[config.mk]
export PLATFORM = sky130hd
export DESIGN_NAME = axi_lite_write_ctrl
export DESIGN_NICKNAME = d
export VERILOG_FILES = /design/src/rtl/axi_lite_pkg.sv /design/src/rtl/axi_lite_write_ctrl.sv
export SDC_FILE = /design/constraint.sdc
export NUM_CORES = 1
export LEC_CHECK = 0
export BUFFER_PORTS_ARGS = -buffer_cell sky130_fd_sc_hd__buf_2
export CAP_MARGIN = 10
export CORE_MARGIN = 1.5
export CORE_UTILIZATION = 35
export DETAILED_ROUTE_END_ITERATION = 10
export PLACE_DENSITY = 0.68
export SYNTH_ARGS = -nofsm -noshare
export SYNTH_HDL_FRONTEND = slang
export SYNTH_SLANG_ARGS = --single-unit
[constraint.sdc]
create_clock -name clk -period 1.6 [get_ports clk]
set_clock_uncertainty 0.15 [all_clocks]
set_input_delay 0.08 -clock clk [delete_from_list [all_inputs] [get_ports clk]]
set_output_delay 0.08 -clock clk [all_outputs]
set_load 0.05 [all_outputs]
[src/rtl/axi_lite_pkg.sv]
// Shared definitions for the AXI4-Lite write front end: B-channel response codes and FSM states.
package axi_lite_pkg;

  localparam logic [1:0] RESP_OKAY   = 2'b00;
  localparam logic [1:0] RESP_SLVERR = 2'b10;

  typedef logic [1:0] wr_state_t;

  localparam wr_state_t IDLE  = 2'd0;
  localparam wr_state_t WRITE = 2'd1;
  localparam wr_state_t RESP  = 2'd2;

endpackage

[src/rtl/axi_lite_write_ctrl.sv]
// AXI4-Lite write-channel front end: captures AW and W in either order, issues one wr_en strobe, returns B.
// Build macro AXIL_RANGE_CHECK_EN: out-of-range writes get SLVERR and no wr_en strobe.
module axi_lite_write_ctrl
  import axi_lite_pkg::*;
#(
  parameter int ADDR_WIDTH = 4,
  parameter int DATA_WIDTH = 32,
  parameter int REG_NUM    = 4
) (
  input  logic                  clk,
  input  logic                  rst_n,
  input  logic [ADDR_WIDTH-1:0] awaddr,
  input  logic                  awvalid,
  output logic                  awready,
  input  logic [DATA_WIDTH-1:0] wdata,
  input  logic                  wvalid,
  output logic                  wready,
  output logic [1:0]            bresp,
  output logic                  bvalid,
  input  logic                  bready,
  output logic                  wr_en,
  output logic [ADDR_WIDTH-1:0] wr_addr,
  output logic [DATA_WIDTH-1:0] wr_data
);

`ifdef AXIL_RANGE_CHECK_EN
  localparam bit RangeCheck = 1'b1;
`else
  localparam bit RangeCheck = 1'b0;
`endif

  wr_state_t             state_q, state_d;
  logic                  ready_en_q;
  logic                  aw_full_q, aw_full_d;
  logic                  w_full_q, w_full_d;
  logic [ADDR_WIDTH-1:0] wr_addr_q, wr_addr_d;
  logic [DATA_WIDTH-1:0] wr_data_q, wr_data_d;
  logic [1:0]            bresp_q, bresp_d;
  logic                  bvalid_q, bvalid_d;
  logic                  aw_hs, w_hs;
  logic                  addr_ok, write_ok;

  // ready_en_q keeps both ready outputs low for the first cycle after reset release.
  assign awready = ready_en_q && (state_q == IDLE) && !aw_full_q;
  assign wready  = ready_en_q && (state_q == IDLE) && !w_full_q;
  assign aw_hs   = awvalid && awready;
  assign w_hs    = wvalid && wready;

  assign addr_ok  = 32'(wr_addr_q[ADDR_WIDTH-1:2]) < 32'(REG_NUM);
  assign write_ok = !RangeCheck || addr_ok;

  assign wr_en   = (state_q == WRITE) && write_ok;
  assign wr_addr = wr_addr_q;
  assign wr_data = wr_data_q;
  assign bresp   = bresp_q;
  assign bvalid  = bvalid_q;

  always_comb begin
    state_d   = state_q;
    aw_full_d = aw_full_q;
    w_full_d  = w_full_q;
    wr_addr_d = wr_addr_q;
    wr_data_d = wr_data_q;
    bresp_d   = bresp_q;
    bvalid_d  = bvalid_q;
    case (state_q)
      IDLE: begin
        if (aw_hs) begin
          wr_addr_d = awaddr;
          aw_full_d = 1'b1;
        end
        if (w_hs) begin
          wr_data_d = wdata;
          w_full_d  = 1'b1;
        end
        // The slots may fill in the same cycle or in any order.
        if (aw_full_d && w_full_d) begin
          state_d = WRITE;
        end
      end
      WRITE: begin
        aw_full_d = 1'b0;
        w_full_d  = 1'b0;
        bvalid_d  = 1'b1;
        bresp_d   = write_ok ? RESP_OKAY : RESP_SLVERR;
        state_d   = RESP;
      end
      RESP: begin
        if (bready) begin
          bvalid_d = 1'b0;
          state_d  = IDLE;
        end
      end
      default: begin
        state_d = IDLE;
      end
    endcase
  end

  always_ff @(posedge clk or negedge rst_n) begin
    if (!rst_n) begin
      state_q    <= IDLE;
      ready_en_q <= 1'b0;
      aw_full_q  <= 1'b0;
      w_full_q   <= 1'b0;
      wr_addr_q  <= '0;
      wr_data_q  <= '0;
      bresp_q    <= RESP_OKAY;
      bvalid_q   <= 1'b0;
    end else begin
      state_q    <= state_d;
      ready_en_q <= 1'b1;
      aw_full_q  <= aw_full_d;
      w_full_q   <= w_full_d;
      wr_addr_q  <= wr_addr_d;
      wr_data_q  <= wr_data_d;
      bresp_q    <= bresp_d;
      bvalid_q   <= bvalid_d;
    end
  end

endmodule

==> impl_metrics.env <==
export IMPL_status="finished, violations left"
export IMPL_violations="negative setup slack"
export IMPL_synth_commonest_cells="dfrtp_1, mux2_4, mux2_2"
export IMPL_clk_path_buf_depth=2
export IMPL_drc_errors=0
export IMPL_post_synth_cell_area_avg_um2=16.8
export IMPL_synth_compound_area_share_pct=2.08
export IMPL_areaGrowthSynthToFinish_pct=62.2
export IMPL_finalWirelength_um=4190
export IMPL_end_kind="output pin"
export IMPL_synth_edf_count=0
export IMPL_total_power_uw=6430
export IMPL_min_period_ps=1620
export IMPL_ant_nets=0
export IMPL_synthMuxAreaShare_pct=29.6
export IMPL_synth_simple_gate_area_share_pct=4.51
export IMPL_start_util_pct=36.8
export IMPL_path_max_fanout=3
export IMPL_cap_violations=0
export IMPL_dp_hpwl_um=2530
export IMPL_synth_top_area_share_pct=60.1
export IMPL_hold_viol_final=0
export IMPL_port_buffers=80
export IMPL_syn_cell_area_um2=1750
export IMPL_synthTopCellsByArea="dfrtp_1, mux2_4, mux2_2"
export IMPL_core_rowCount=25
export IMPL_reg2reg_depth=4
export IMPL_p_per_area_nw_per_um2=2270
export IMPL_synth_largest_area_cell="dfrtp_1"
export IMPL_cts_root_buf="clkbuf_8"
export IMPL_grt_pass1_vias=1375
export IMPL_diodes=0
export IMPL_synth_top_family_by_area="multiplexers"
export IMPL_multiInputGateArea_um2=663
export IMPL_regArea_um2=1050
export IMPL_critPathArrivalTime_ps=1390
export IMPL_rsz0062_at_grt="true"
export IMPL_design_area_um2=2840
export IMPL_grt_usage_pct=16.1
export IMPL_grt_pass1_wl_um=6510
export IMPL_fin_crit_sh_pct=101
export IMPL_critPathLaunchType="flop"
export IMPL_post_dp_cell_area_um2=2280
export IMPL_antenna_found_initial=0
export IMPL_num_vias=1305
export IMPL_fin_nets=278
export IMPL_die_height_um=73.7
export IMPL_drt_iter0_markers=45
export IMPL_setup_viol=20
export IMPL_io_pins=83
export IMPL_synth_top_flop_cell="dfrtp_1"
export IMPL_fin_ws_ps=-18.2
export IMPL_yosys_warnings=0
export IMPL_ys_seq_area_share_pct=60.1
export IMPL_holdCritPathClass="input port to asynchronous set/reset pin"
export IMPL_place_inst=254
export IMPL_die_w_um=73.7
export IMPL_max_clock_freq_mhz=618
export IMPL_leakagePower_uw=0.00148
export IMPL_async_flop_share_pct=100
export IMPL_synthXorXnorAreaFrac_pct=0
export IMPL_synth_cell_types=17
export IMPL_ys_ff_latch=42
export IMPL_n_fill_cell=367
export IMPL_grt_start_max_net_pins=33
export IMPL_ir_drop_v=0.00135
export IMPL_wire_per_inst_um=13.7
export IMPL_rr_endpoint="wr_data[28]"
export IMPL_drive_gt1_share_pct=59.2
export IMPL_finalMaxSlewViolations=0
export IMPL_yosys_cell_count_top_type="dfrtp_1"
export IMPL_finalWeightedCongestion=0.710
export IMPL_cts_tree="built"
export IMPL_die_area_um2=5430
export IMPL_htree_levels=2
export IMPL_synth_fa_ha_area_share_pct=0
export IMPL_insertion_delay_ps=290
export IMPL_core_um2=4750
export IMPL_path_class="flop to output pin"
export IMPL_cts_sinks=42
export IMPL_stdcell_count=305
export IMPL_numCtsBuffers=5
export IMPL_reg2reg_from="w_full_q"
export IMPL_syn_inst=104
export IMPL_worstPathRequired_ps=1370
export IMPL_rrSetupSlack_ps=-10
export IMPL_drt_pass1_iter_count=4
export IMPL_clk_pin_slew_worst_paths_ps=80
export IMPL_gr_total_overflow=0
export IMPL_via_per_inst=4.28
==> power by group <==
group	internal, uW	switching, uW
combinational	1360	2460
sequential	1590	310
clock	347	367
total	3290	3140
==> how the worst max path moves through the flow <==
stage | slack, ps | endpoint | start
2_1_floorplan | -550 | wr_data[0] | state_q[1]
3_3_place_gp | 10 | wr_data[9] | w_full_q
3_5_place_dp | -9 | wr_data[12] | w_full_q
4_1_cts | -20 | awready | state_q[0]
5_1_grt | -90 | wr_data[28] | w_full_q
6_report | -20 | awready | state_q[0]
==> final cells by class <==
type	instances	area share, %
clock buffer	6	2.91
clock inverter	2	0.441
sequential	42	37.1
inverter	2	0.353
multi-input combinational	56	23.4
timing repair buffer	130	32.8
tap	67	2.96
==> flip-flops by register name (all words and copies together) (netlist names) <==
name	flops
aw_full_q	1
bvalid	1
ready_en_q	1
state_q	2
w_full_q	1
wr_addr	4
wr_data	32
==> per-layer routing <==
metal,global-route usage [%],routed length [um],vias up
met4,5.97,53,0
met3,4.53,262,6
met5,0,0,-
met2,28.4,2140,50
li1,-,-,619
met1,18.5,1730,630
==> worst max-delay path, stage by stage (launching register included) <==
cell	delay (ps)
dfrtp_1	420
buf_6	140
nor4b_4	330
buf_6	210
==> what timing repair did <==
item,CTS,global route
pin swaps,1,1
hold endpoints to repair,83,0
hold buffers,40,0
resized for setup,10,2
endpoints found under the setup margin,34,39
buffers inserted,2,1
==> metrics by stage <==
step           utilization, %  hold WS (ps)  worst slack [ps]  setup TNS (ps)
3_5_place_dp             47.9          -113             -9.49           -23.0
3_3_place_gp             47.9          -113              10.7               0
2_1_floorplan               -          -366              -547          -18440
6_report                 59.6           119             -18.2           -82.5
4_1_cts                  59.3           119             -22.7            -349
5_1_grt                  59.6           146             -92.2           -2730
==> cell families (layout without fill, tap and decap cells) <==
kind of cell / after synthesis / count (layout)
AOI/OAI and AO/OA: 7 / 7
buffers and inverters: 7 / 140
DFF: 42 / 42
muxes: 36 / 36
other: 2 / 3
and+or+nand+nor: 10 / 10
==> cell usage in the layout, fill, tap and decap left out <==
cell type	synthesis	routed
nand2_2	1	2
clkinvlp_4	0	1
inv_1	2	1
buf_6	3	2
conb_1	2	3
dlygate4sd3_1	0	40
clkbuf_8	0	6
mux2_2	6	6
buf_12	0	2
dfrtp_2	0	1
dfrtp_1	42	41
inv_4	0	1
nand2b_4	0	1
nand2b_1	2	1
buf_4	2	7
buf_8	0	2
clkinv_2	0	1
o22ai_1	1	1
o21ai_0	1	1
mux2_4	30	30
nand2_1	2	1
nor4b_4	1	2
buf_2	0	77
nor4_1	1	1
nor2_1	2	2
a21oi_1	5	5
No activity file was read; power rests on OpenSTA's default activity.
